## src/rtl/mem_data_req_if.sv

```systemverilog
// Sram-like data bus between the MEM-stage access controller (master) and data memory (slave).
interface mem_data_req_if;
  logic        data_req;
  logic        data_wr;
  logic [1:0]  data_size;
  logic [31:0] data_addr;
  logic [3:0]  data_wstrb;
  logic [31:0] data_wdata;
  logic        data_addr_ok;
  logic        data_data_ok;
  logic [31:0] data_rdata;

  modport master (
    output data_req, data_wr, data_size, data_addr, data_wstrb, data_wdata,
    input  data_addr_ok, data_data_ok, data_rdata
  );

  modport slave (
    input  data_req, data_wr, data_size, data_addr, data_wstrb, data_wdata,
    output data_addr_ok, data_data_ok, data_rdata
  );
endinterface

```

## src/rtl/mem_data_req.sv

```systemverilog
// MEM-stage data access controller: one sram-like transaction per instruction, stall until response.
// Optional MEM_ADDR_EXC_EN: misaligned accesses raise mem_adel/mem_ades and are not issued.
//
// state  | meaning
// IDLE   | no transaction; issue as soon as a valid access sits in MEM
// REQ    | request presented, waiting for addr_ok
// WAIT   | request accepted, waiting for data_ok
// DONE   | result delivered; pipeline held by another cause
// CANCEL | flushed while waiting; the next data_ok is stale and dropped
module mem_data_req (
  input  logic           clk,
  input  logic           reset,
  input  logic           mem_data_en,
  input  logic [3:0]     mem_data_ren,
  input  logic [3:0]     mem_data_wen,
  input  logic [31:0]    mem_addr,
  input  logic [31:0]    mem_wdata,
  input  logic           mem_loadX,
  input  logic           mem_flush,
  input  logic           other_stall,
  mem_data_req_if.master bus,
  output logic           mem_stall,
  output logic [31:0]    mem_rdata,
  output logic           mem_adel,
  output logic           mem_ades
);
  typedef enum logic [2:0] {S_IDLE, S_REQ, S_WAIT, S_DONE, S_CANCEL} state_t;

  state_t      state, state_nxt;
  logic        wr;
  logic [3:0]  mask;
  logic [2:0]  lanes;
  logic [1:0]  size;
  logic        addr_exc;
  logic        go;
  logic        latch;
  logic [31:0] shifted;
  logic [31:0] load_val;

  assign wr    = |mem_data_wen;
  assign mask  = wr ? mem_data_wen : mem_data_ren;
  assign lanes = {2'b00, mask[0]} + {2'b00, mask[1]} + {2'b00, mask[2]} + {2'b00, mask[3]};

  always_comb begin
    case (lanes)
      3'd1:    size = 2'd0;
      3'd2:    size = 2'd1;
      default: size = 2'd2;
    endcase
  end

`ifdef MEM_ADDR_EXC_EN
  assign addr_exc = ((size == 2'd2) && (mem_addr[1:0] != 2'b00)) || ((size == 2'd1) && mem_addr[0]);
  assign mem_adel = mem_data_en & addr_exc & ~wr;
  assign mem_ades = mem_data_en & addr_exc & wr;
`else
  assign addr_exc = 1'b0;
  assign mem_adel = 1'b0;
  assign mem_ades = 1'b0;
`endif

  assign go = mem_data_en & ~mem_flush & ~addr_exc;

  assign bus.data_req   = ((state == S_IDLE) & go) | (state == S_REQ);
  assign bus.data_wr    = wr;
  assign bus.data_size  = size;
  assign bus.data_addr  = mem_addr;
  assign bus.data_wstrb = mem_data_wen;
  assign bus.data_wdata = mem_wdata;

  // Stall never depends on data_ok: it drops only once the FSM has moved to DONE.
  assign mem_stall = ((state == S_IDLE) & go) | (state == S_REQ) | (state == S_WAIT) |
                     ((state == S_CANCEL) & mem_data_en);

  always_ff @(posedge clk or posedge reset) begin
    if (reset) state <= S_IDLE;
    else       state <= state_nxt;
  end

  always_comb begin
    state_nxt = state;
    latch     = 1'b0;
    case (state)
      S_IDLE:   if (go) state_nxt = bus.data_addr_ok ? S_WAIT : S_REQ;
      S_REQ: begin
        if (mem_flush)             state_nxt = S_IDLE;
        else if (bus.data_addr_ok) state_nxt = S_WAIT;
      end
      S_WAIT: begin
        if (bus.data_data_ok) begin
          state_nxt = mem_flush ? S_IDLE : S_DONE;
          latch     = ~mem_flush & ~wr;
        end else if (mem_flush) begin
          state_nxt = S_CANCEL;
        end
      end
      S_DONE:   if (mem_flush || !other_stall) state_nxt = S_IDLE;
      S_CANCEL: if (bus.data_data_ok) state_nxt = S_IDLE;
      default:  state_nxt = S_IDLE;
    endcase
  end

  assign shifted = bus.data_rdata >> {mem_addr[1:0], 3'b000};

  always_comb begin
    load_val = shifted;
    case (size)
      2'd0:    load_val = {{24{mem_loadX & shifted[7]}}, shifted[7:0]};
      2'd1:    load_val = {{16{mem_loadX & shifted[15]}}, shifted[15:0]};
      default: load_val = shifted;
    endcase
  end

  always_ff @(posedge clk or posedge reset) begin
    if (reset)      mem_rdata <= 32'h0;
    else if (latch) mem_rdata <= load_val;
  end
endmodule
```

## src/flat_wrapper.sv

```systemverilog
// flat-port wrapper written by rule: the top's interface ports become plain ports
module mem_data_req_flat 
  (clk, reset, mem_data_en, mem_data_ren, mem_data_wen, mem_addr, mem_wdata, mem_loadX, mem_flush, other_stall, mem_stall, mem_rdata, mem_adel, mem_ades, bus_data_req, bus_data_wr, bus_data_size, bus_data_addr, bus_data_wstrb, bus_data_wdata, bus_data_addr_ok, bus_data_data_ok, bus_data_rdata);
  mem_data_req_if bus_i ();
  input  logic clk;
  input  logic reset;
  input  logic mem_data_en;
  input  logic [3:0] mem_data_ren;
  input  logic [3:0] mem_data_wen;
  input  logic [31:0] mem_addr;
  input  logic [31:0] mem_wdata;
  input  logic mem_loadX;
  input  logic mem_flush;
  input  logic other_stall;
  output logic mem_stall;
  output logic [31:0] mem_rdata;
  output logic mem_adel;
  output logic mem_ades;
  output wire logic [$bits(bus_i.data_req)-1:0] bus_data_req;
  output wire logic [$bits(bus_i.data_wr)-1:0] bus_data_wr;
  output wire logic [$bits(bus_i.data_size)-1:0] bus_data_size;
  output wire logic [$bits(bus_i.data_addr)-1:0] bus_data_addr;
  output wire logic [$bits(bus_i.data_wstrb)-1:0] bus_data_wstrb;
  output wire logic [$bits(bus_i.data_wdata)-1:0] bus_data_wdata;
  input wire logic [$bits(bus_i.data_addr_ok)-1:0] bus_data_addr_ok;
  input wire logic [$bits(bus_i.data_data_ok)-1:0] bus_data_data_ok;
  input wire logic [$bits(bus_i.data_rdata)-1:0] bus_data_rdata;
  assign bus_data_req = bus_i.data_req;
  assign bus_data_wr = bus_i.data_wr;
  assign bus_data_size = bus_i.data_size;
  assign bus_data_addr = bus_i.data_addr;
  assign bus_data_wstrb = bus_i.data_wstrb;
  assign bus_data_wdata = bus_i.data_wdata;
  assign bus_i.data_addr_ok = bus_data_addr_ok;
  assign bus_i.data_data_ok = bus_data_data_ok;
  assign bus_i.data_rdata = bus_data_rdata;
  mem_data_req u_core (.clk(clk), .reset(reset), .mem_data_en(mem_data_en), .mem_data_ren(mem_data_ren), .mem_data_wen(mem_data_wen), .mem_addr(mem_addr), .mem_wdata(mem_wdata), .mem_loadX(mem_loadX), .mem_flush(mem_flush), .other_stall(other_stall), .bus(bus_i), .mem_stall(mem_stall), .mem_rdata(mem_rdata), .mem_adel(mem_adel), .mem_ades(mem_ades));
endmodule
```

## config.mk

```make
export PLATFORM = sky130hd
export DESIGN_NAME = mem_data_req_flat
export DESIGN_NICKNAME = d
export VERILOG_FILES = /design/src/rtl/mem_data_req_if.sv /design/src/rtl/mem_data_req.sv /design/src/flat_wrapper.sv
export SDC_FILE = /design/constraint.sdc
export NUM_CORES = 1
export LEC_CHECK = 0
export CAP_MARGIN = 20
export CELL_PAD_IN_SITES_DETAIL_PLACEMENT = 1
export CELL_PAD_IN_SITES_GLOBAL_PLACEMENT = 1
export CORE_ASPECT_RATIO = 0.6
export CORE_MARGIN = 10
export CORE_UTILIZATION = 22
export CTS_BUF_LIST = sky130_fd_sc_hd__clkbuf_16
export CTS_CLUSTER_DIAMETER = 120
export DETAILED_ROUTE_END_ITERATION = 12
export GPL_TIMING_DRIVEN = 0
export PLACE_DENSITY = 0.85
export SYNTH_ARGS = -nofsm -noshare
export SYNTH_HDL_FRONTEND = slang
export SYNTH_SLANG_ARGS = --single-unit
```

## constraint.sdc

```tcl
create_clock -name clk -period 3.95 [get_ports clk]
set_input_delay 0.79 -clock clk [delete_from_list [all_inputs] [get_ports clk]]
set_output_delay 0.79 -clock clk [all_outputs]
set_load 0.05 [all_outputs]
```

# Yosys cells after proc, flatten, opt, wreduce, memory -nomap -nowiden
# Index checks and enable logic that the tools add are counted.
# word_totals
reg_bits,35
latch_bits,0
ramBits,0
rom_bits,0
wordCells,50
mem_count,0
# op_classes
addsub,3
n_mul,0
div,0
order_cmp,0
eq_ne,12
shift,1
mux,15
bitwise_logic,11
reduce_logical,6
# ops
op,n
32-bit one-hot mux with 2 select lines,1
32-bit by 5-bit >> shifter with 32-bit output,1
3-bit 2-to-1 mux,7
3-bit one-hot mux with 5 select lines,1
3-bit by 2-bit equality test with 1-bit output (second input constant),3
3-bit by 1-bit adder with 3-bit output,2
1-bit bitwise AND,6
3-bit by 1-bit equality test with 1-bit output (second input constant),2
3-bit != test (second input constant),2
5-bit AND reduction,1
2-bit 2-to-1 mux,2
4-bit 2-to-1 mux,1
2-bit by 1-bit != test with 1-bit output (second input constant),2
2-bit one-hot mux with 2 select lines,1
4-bit OR reduction,1
3-bit equality test (second input constant),1
3-bit logical NOT,1
1-bit OR,3
1-bit by 1-bit adder with 2-bit output,1
2-bit by 1-bit equality test with 1-bit output (second input constant),1
2-bit logical NOT,1
1-bit 2-to-1 mux,2
2-bit != test (second input constant),1
1-bit inverter,2
other kinds (2),2

# Depth between registers and ports, before layout
# Gate-level depths: netlist of run 1.
# logic_depth
depth_word,9
depth_mapped,11
ltp_nobuf,9

# Least setup slack after synthesis of run 1
# Ideal clock, no wire load.
# synth_timing
path_type,input to output
from,input port mem_data_wen[3]
to,output port bus_data_size[0]
arrival_ns,3.880
setup_slack_ns,-0.720
path_stages,7
cell_sequence,or4_1 > buf_2 > o21ai_0 > ha_1 > fa_1 > ha_1 > nor3b_1
# synth_via
elab_chain_len,7
elab_cells_between_ends,8
classes_between,add/sub: 3; eq/ne: 2; mux: 2; reduce/logical: 1
# synth_lines
element,line,rtl
from (decl),flat_wrapper.sv:9,input logic [3:0] mem_data_wen;
4-bit OR reduction *,mem_data_req.sv:40,assign wr = |mem_data_wen;
via bus_data_wr,flat_wrapper.sv:20,output wire logic [$bits(bus_i.data_wr)-1:0] bus_data_wr;
4-bit 2-to-1 mux *,mem_data_req.sv:41,assign mask = wr ? mem_data_wen : mem_data_ren;
1-bit by 1-bit adder with 2-bit output,mem_data_req.sv:42,"assign lanes = {2'b00, mask[0]} + {2'b00, mask[1]} + {2'b00, mask[2]} + {2'b00, mask[3]};"
3-bit by 1-bit adder with 3-bit output,mem_data_req.sv:42,
3-bit by 1-bit adder with 3-bit output *,mem_data_req.sv:42,
3-bit by 2-bit equality test with 1-bit output or 3-bit by 1-bit equality test with 1-bit output (tied branches),mem_data_req.sv:45,case (lanes)
2-bit one-hot mux with 2 select lines *,mem_data_req.sv:45,
to (decl),flat_wrapper.sv:21,output wire logic [$bits(bus_i.data_size)-1:0] bus_data_size;
# The timed path passes the listed nets; every way through them passes the cells marked *.

# Worst setup path after layout of run 1
# layout_timing
from,input port mem_data_wen[2]
to,output port bus_data_size[1]
# layout_via
elab_chain_len,7
elab_cells_between_ends,8
classes_between,add/sub: 3; eq/ne: 2; mux: 2; reduce/logical: 1
# layout_lines
element,line
4-bit OR reduction,mem_data_req.sv:40
4-bit 2-to-1 mux *,mem_data_req.sv:41
1-bit by 1-bit adder with 2-bit output,mem_data_req.sv:42
3-bit by 1-bit adder with 3-bit output,mem_data_req.sv:42
3-bit by 1-bit adder with 3-bit output *,mem_data_req.sv:42
3-bit by 2-bit equality test with 1-bit output or 3-bit by 1-bit equality test with 1-bit output (tied branches),mem_data_req.sv:45
2-bit one-hot mux with 2 select lines *,mem_data_req.sv:45
# Every way passes the cells marked *; elsewhere a longest branch is shown, timed or not.

==> metrics.md, run 1 <==
| Metric | Value |
|---|---|
| Clk pin slew, worst setup/hold paths | `0.06 ns` |
| Switch Pwr | `1.087 mW` |
| Endpoints failing setup | `0` |
| Max Fanout on Critical Path | `4` |
| Adder-cell share of the synthesized area | `1.679%` |
| Wire length per cell | `18.54 um` |
| Max-Cap Viols | `0` |
| Via count | `2715` |
| Final Hold Fails | `0` |
| Synth async-reset ratio | `100.0%` |
| Crit. End Element | `output port` |
| Register bit count reported by yosys | `35` |
| Worst Hold End | `u_core.mem_rdata[7]$_DFFE_PP0P_` |
| Total die area | `17160 um2` |
| Yosys top cell area share | `32.65%` |
| Antenna Cells | `0` |
| RePlAce Congestion | `0.8104` |
| Nets | `584` |
| FP Rows | `31` |
| Synth Area in Simple Gates | `14.13%` |
| Initial antenna violation count | `0` |
| Starting Density | `22.38%` |
| Multiplexer share of the synthesized area | `13.53%` |
| Clock Tree Root | `clkbuf_16` |
| Post-synth EDFFs | `0` |
| Mean Syn Cell Area | `8.824 um2` |
| Commonest cells in the netlist | `70 x buf_4, 35 x dfrtp_1, 34 x nand2_1` |
| CTS buffer count | `5` |
| CORE AREA | `11990 um2` |
| Max Clock Freq | `259.1 MHz` |
| Worst Path Required | `3.16 ns` |
| Vias in the first global route | `3049` |
| Maximum VDD drop | `0.0002251 V` |
| Worst skew pair latency | `0.28 ns` |
| First-pass GRT wire length | `17890 um` |
| I/O pin total | `219` |
| Overall Global Routing Usage | `13.01%` |
| Synth warn | `0` |
| Compound-cell area share of the yosys netlist | `13.85%` |
| WL final | `11770 um` |
| Port bufs | `152` |
| Worst reg2reg setup slack | `1.93 ns` |
| Cells on worst reg2reg path | `4` |
| Largest net degree at the start of global routing | `36` |
| Netlist cell types | `42` |
| Synth Area in XOR/XNOR | `0.6530%` |
| Final Power | `2.281 mW` |
| Post-synthesis sequential area ratio | `32.65%` |
| Chip Height | `105.5 um` |
| Hold path startpoint | `u_core.mem_rdata[7]$_DFFE_PP0P_` |
| CTS max path bufs | `2` |
| Via-to-Cell Ratio | `4.276` |
| Post-route DRC | `0` |
| Worst R2R Start | `u_core.state[0]$_DFFE_PP0P_` |
| Dpl cell area | `4434 um2` |
| Pwr/cell area | `490.5 nW/um2` |
| Clock network power share | `16.8%` |
| Combinational share of power | `60.2%` |
| Worst-Margin Slew | `0.7810 ns` |
| Sink Count | `35` |
| Critical path type | `input port to output port` |
| Iter 0 DRT Violations | `78` |
| Routed Antenna Nets | `0` |
| TritonCTS clock tree | `built` |
| Share of layout cells above drive strength 1 | `25.11%` |
| Reg-to-reg critical path endpoint | `u_core.mem_rdata[0]$_DFFE_PP0P_` |
| Largest family of logic cells by synthesized area | `buffers and inverters` |
| Synthesized area | `2683 um2` |
| Layout area overhead | `73.32%` |
| Outcome | `finished, final reports clean` |
| Synth top area cells | `dfrtp_1 33%, buf_4 20%, mux2_2 6.7%` |
| Synthesized instance count | `304` |
| Leading area contributor after synthesis | `dfrtp_1` |
| Hold WC Path Type | `register to register` |
| Minimum clock period | `3.860 ns` |
| Seq pwr share | `23.0%` |
| Die X-Extent | `162.6 um` |
| P_int | `1.194 mW` |
| Post-route design area | `4649 um2` |
| Pins over their slew limit | `0` |
| Post-CTS Hold Fix Bufs | `0` |
| Clock Skew | `0.002966 ns` |
| CP Launch Type | `input port` |
| Drt first pass iters | `4` |
| WHS Path Cells | `1` |
| H-Tree Depth | `2` |
| RSZ-0062 raised after global routing | `true` |
| Overflow after GRT | `0` |
| Slew HR | `47.86%` |
| CP Data Arrival Time | `3.07 ns` |
| Ys flop type | `dfrtp_1` |
| Net Sw Frac | `47.67%` |
| Count leader, synth | `buf_4` |
| Final period util | `97.73%` |
| Dpl hpwl | `10110 um` |
| Leak | `2.030 nW` |
==> layout make-up <==
type	instances	area (um2)
fillers	1380	7336
flip-flops and latches	35	875.8
multi-input cells	178	1239
well taps	165	206.4
plain buffers	84	595.6
clock inverters	3	15.01
clock buffers	5	125.1
inverters	7	26.28
repair buffers	158	1567
==> per-stage QoR <==
step	instances	hold slack, ns	util, %	setup WS [ns]	setup TNS [ns]
after floorplan	305	0.6012	-	0.004968	0
after global placement	622	0.4897	37.00	-1.075	-15.46
after detailed placement	622	0.4988	37.00	-1.142	-17.61
after CTS	633	0.5161	38.63	0.03003	0
after global routing	635	0.5304	38.79	-0.007675	-0.007675
final	635	0.5123	38.79	0.08973	0
==> metal layers <==
| layer | GRT usage, % | part of all wire (%) | up-vias |
|---|---|---|---|
| met4 | 1.538 | 0.46 | 0 |
| met1 | 13.99 | 37 | 1336 |
| met5 | 0 | 0 | - |
| met3 | 6.410 | 9.7 | 4 |
| li1 | - | - | 1288 |
| met2 | 23.28 | 52 | 87 |
==> worst max-delay path, cell delays in order <==
cell           delay, ns
dlygate4sd2_1       0.27
or4_4               0.56
o21ai_2             0.12
ha_1                0.25
fa_2                0.36
ha_4                0.32
xor2_4              0.16
nand2_2             0.08
buf_8               0.15
==> power groups by stage <==
stage	combinational, mW	clock, mW	sequential (mW)
finish	1.37	0.384	0.525
global route	1.45	0.408	0.538
CTS	1.38	0.398	0.527
detailed placement	1.35	0	0.533
global placement	1.33	0	0.524
floorplan	0.530	0	0.870
==> cells in the final DEF (no fill, tap or decap), drive strengths merged, types with 3 or more instances in the layout <==
cell | Yosys | final
a21oi | 26 | 26
buf | 77 | 84
clkbuf | 8 | 13
clkdlybuf4s50 | 0 | 146
dfrtp | 35 | 35
dlygate4sd2 | 0 | 3
inv | 7 | 7
mux2 | 16 | 16
mux2i | 16 | 16
nand2 | 34 | 34
nor2 | 31 | 31
o21ai | 11 | 11
o2bb2ai | 8 | 8
==> state kept, by name, indices dropped and copies added, names as in the netlist <==
name and count:
u_core.state 3, u_core.mem_rdata 32
==> what timing repair did <==
item                       4_1_cts  5_1_grt
setup buffers                    4        1
setup endpoints to repair       18        2
pin swaps                        7        1
gates resized for setup         25        2
==> how the worst max path moves through the flow <==
stage	cells after the start	start	slack [ns]	to
after floorplan	7	mem_data_wen[3]	0.005	bus_data_size[0]
after global placement	10	mem_data_wen[1]	-1.07	bus_data_size[1]
after detailed placement	10	mem_data_wen[1]	-1.14	bus_data_size[1]
after CTS	9	mem_data_wen[2]	0.03	bus_data_size[1]
after global routing	8	mem_data_wen[2]	-0.008	bus_data_size[0]
final	9	mem_data_wen[2]	0.09	bus_data_size[1]
==> kinds of logic after synthesis <==
kind of cell             Yosys count
buffers and inverters             92
AND/OR/NAND/NOR                   83
AO/OA/AOI/OAI                     55
flip-flops                        35
multiplexers                      33
adder cells (fa/ha/maj)            3
XOR/XNOR                           2
other                              1
Note: power is estimated with default switching activity, not from simulation.
==> run 2, diff against run 1 <==
--- a/config.mk
+++ b/config.mk
@@ -9,7 +9,6 @@
 export CELL_PAD_IN_SITES_DETAIL_PLACEMENT = 1
 export CELL_PAD_IN_SITES_GLOBAL_PLACEMENT = 1
 export CORE_ASPECT_RATIO = 0.6
-export CORE_MARGIN = 10
 export CORE_UTILIZATION = 22
 export CTS_BUF_LIST = sky130_fd_sc_hd__clkbuf_16
 export CTS_CLUSTER_DIAMETER = 120
==> run 2 against run 1 <==
  * Power rose by 2.6%
  * Clock-buffer cell count unchanged
  * Register-to-register slack gained 0.04 ns
  * Critical path depth unchanged
  * Fmax is 2.0% higher
  * Sequential power barely moved
  * Non-clock buffer count fell by 1
  * First-iteration DRC count down 54%
  * Routed wire length down 14%
  * Global-route usage increased by 2.7 points
  * Highest routed layer unchanged
  * Worst setup slack improved by 0.074 ns
  * Critical endpoint unchanged
  * Via count shrank 0.41%
==> metrics.md, run 2 (synthesis results as in run 1) <==
| Metric | Value |
|---|---|
| Final core occ | `40.08%` |
| Clk pin slew, worst setup/hold paths | `0.05 ns` |
| Worst-Margin Slew | `0.8054 ns` |
| Clock Tree Root | `clkbuf_16` |
| Switch Pwr | `1.081 mW` |
| Hold WC Path Type | `register to register` |
| Clock network power share | `19.7%` |
| Port bufs | `152` |
| Starting Density | `23.13%` |
| Largest regs | `u_core.mem_rdata (32), u_core.state (3)` |
| Crit-path leading delay family | `adder cells` |
| CP max stage cell | `or4_4` |
| WL final | `10100 um` |
| Chip Height | `87.54 um` |
| P_int | `1.259 mW` |
| Maximum VDD drop | `0.0002528 V` |
| Minimum clock period | `3.786 ns` |
| Critical-path cell list | `buf_2 > or4_4 > o21ai_2 > ha_1 > fa_2 > ha_4 > xor2_4 > nand2_2 > buf_8` |
| Largest net degree at the start of global routing | `36` |
| CORE AREA | `11600 um2` |
| Final period util | `95.86%` |
| Slew HR | `46.23%` |
| Antenna Cells | `0` |
| Worst skew pair latency | `0.29 ns` |
| Dpl hpwl | `8388 um` |
| Outcome | `finished, final reports clean` |
| Leak | `2.040 nW` |
| Die X-Extent | `144.6 um` |
| Iter 0 DRT Violations | `36` |
| Initial antenna violation count | `0` |
| Final Hold Fails | `0` |
| Endpoints failing setup | `0` |
| Min Hold Slack | `0.5095 ns` |
| CP Data Arrival Time | `3.00 ns` |
| Vias in the first global route | `2883` |
| First-pass GRT wire length | `15090 um` |
| TritonCTS clock tree | `built` |
| Buffer and inverter count on the worst path | `2` |
| Via count | `2704` |
| Max-Cap Viols | `0` |
| Layout area overhead | `73.27%` |
| Max Fanout on Critical Path | `5` |
| Cells after DPL | `618` |
| Critical path type | `input port to output port` |
| Dpl cell area | `4433 um2` |
| Clock Skew | `0.009257 ns` |
| Largest register FFs | `32` |
| CTS buffer count | `5` |
| Via-to-Cell Ratio | `4.299` |
| Pwr/cell area | `503.5 nW/um2` |
| Non-Filler Instances | `629` |
| Share of layout cells above drive strength 1 | `26.23%` |
| Nets | `583` |
| Seq pwr share | `22.5%` |
| Sink Count | `35` |
| Worst Path Required | `3.16 ns` |
| Combinational share of power | `57.8%` |
| Largest reg by FF count | `u_core.mem_rdata` |
| Slowest cell delay on critical path | `0.54 ns` |
| RePlAce Congestion | `0.8275` |
| FP Rows | `30` |
| Total die area | `12650 um2` |
| Pins over their slew limit | `0` |
| H-Tree Depth | `2` |
| Crit. End Element | `output port` |
| Most common cell after layout, fill and taps aside | `clkdlybuf4s50_1` |
| I/O pin total | `219` |
| Max Clock Freq | `264.1 MHz` |
| Most frequent cells in the layout | `146 x clkdlybuf4s50_1, 74 x buf_4, 35 x dfrtp_1, 33 x nand2_1, 31 x nor2_1` |
| Drt first pass iters | `4` |
| Net Sw Frac | `46.20%` |
| Setup TNS | `0 ns` |
| Wire length per cell | `16.06 um` |
| Overflow after GRT | `0` |
| Overall Global Routing Usage | `15.68%` |
| RSZ-0062 raised after global routing | `false` |
| Post-route design area | `4648 um2` |
| CP Launch Type | `input port` |
| Post-route DRC | `0` |
| Routed Antenna Nets | `0` |
| CTS max path bufs | `2` |
==> run 2: timing repair <==
item,CTS,global route
endpoints found under the setup margin,19,8
cloned,0,0
setup buffers,3,1
pin swaps,6,5
gates resized for setup,28,7
hold buffers,0,0
==> run 2: stage by stage <==
| stage | total power [mW] | worst slack (ns) |
|---|---|---|
| final | 2.340 | 0.1637 |
| after global routing | 2.449 | 0.06895 |
| after CTS | 2.360 | 0.008046 |
| after detailed placement | 1.863 | -1.104 |
| after global placement | 1.834 | -1.061 |
| after floorplan | 1.400 | 0.004968 |
==> run 2: power by group through the flow <==
| stage | registers [mW] | clock network (mW) | logic [mW] |
|---|---|---|---|
| after detailed placement | 0.533 | 0 | 1.33 |
| after CTS | 0.529 | 0.469 | 1.36 |
| after floorplan | 0.870 | 0 | 0.530 |
| after global placement | 0.527 | 0 | 1.31 |
| after global routing | 0.543 | 0.478 | 1.43 |
| final | 0.527 | 0.461 | 1.35 |
==> run 2: metal layers <==
| metal | part of all wire, % | track usage, % | vias up |
|---|---|---|---|
| met5 | 0 | 0 | - |
| met4 | 0.42 | 2.488 | 0 |
| met3 | 7.1 | 4.811 | 4 |
| met2 | 50 | 26.66 | 86 |
| met1 | 43 | 19.92 | 1324 |
| li1 | - | - | 1290 |
==> run 2: final timing paths <==
kind,startpoint,endpoint,slack [ns],cells past startpoint
setup / recovery,mem_data_wen[2],bus_data_size[1],0.16,9
hold / removal,u_core.mem_rdata[7]$_DFFE_PP0P_,u_core.mem_rdata[7]$_DFFE_PP0P_,0.51,1
setup reg to reg,u_core.state[0]$_DFFE_PP0P_,u_core.mem_rdata[3]$_DFFE_PP0P_,1.97,4
hold reg to reg,u_core.mem_rdata[7]$_DFFE_PP0P_,u_core.mem_rdata[7]$_DFFE_PP0P_,0.51,1
max in group asynchronous,reset,u_core.state[2]$_DFFE_PP0P_,2.46,2
min in group asynchronous,reset,u_core.mem_rdata[26]$_DFFE_PP0P_,0.97,2
==> run 2: area by class of cell <==
cell class                 instances  area [um2]
buffer                            84       595.6
clock buffer                       5       125.1
clock inverter                     3       43.79
fill                            1334        6950
inverter                           7       26.28
multi-input combinational        178        1239
sequential                        35       875.8
tap                              160       200.2
timing repair buffer             157        1543
==> run 3, diff against run 2 <==
--- a/config.mk
+++ b/config.mk
@@ -11,7 +11,6 @@
 export CORE_ASPECT_RATIO = 0.6
 export CORE_UTILIZATION = 22
 export CTS_BUF_LIST = sky130_fd_sc_hd__clkbuf_16
-export CTS_CLUSTER_DIAMETER = 120
 export DETAILED_ROUTE_END_ITERATION = 12
 export GPL_TIMING_DRIVEN = 0
 export PLACE_DENSITY = 0.85
==> results of run 3 <==
No change in the layout: final DEF, timing and power equal those of run 2.
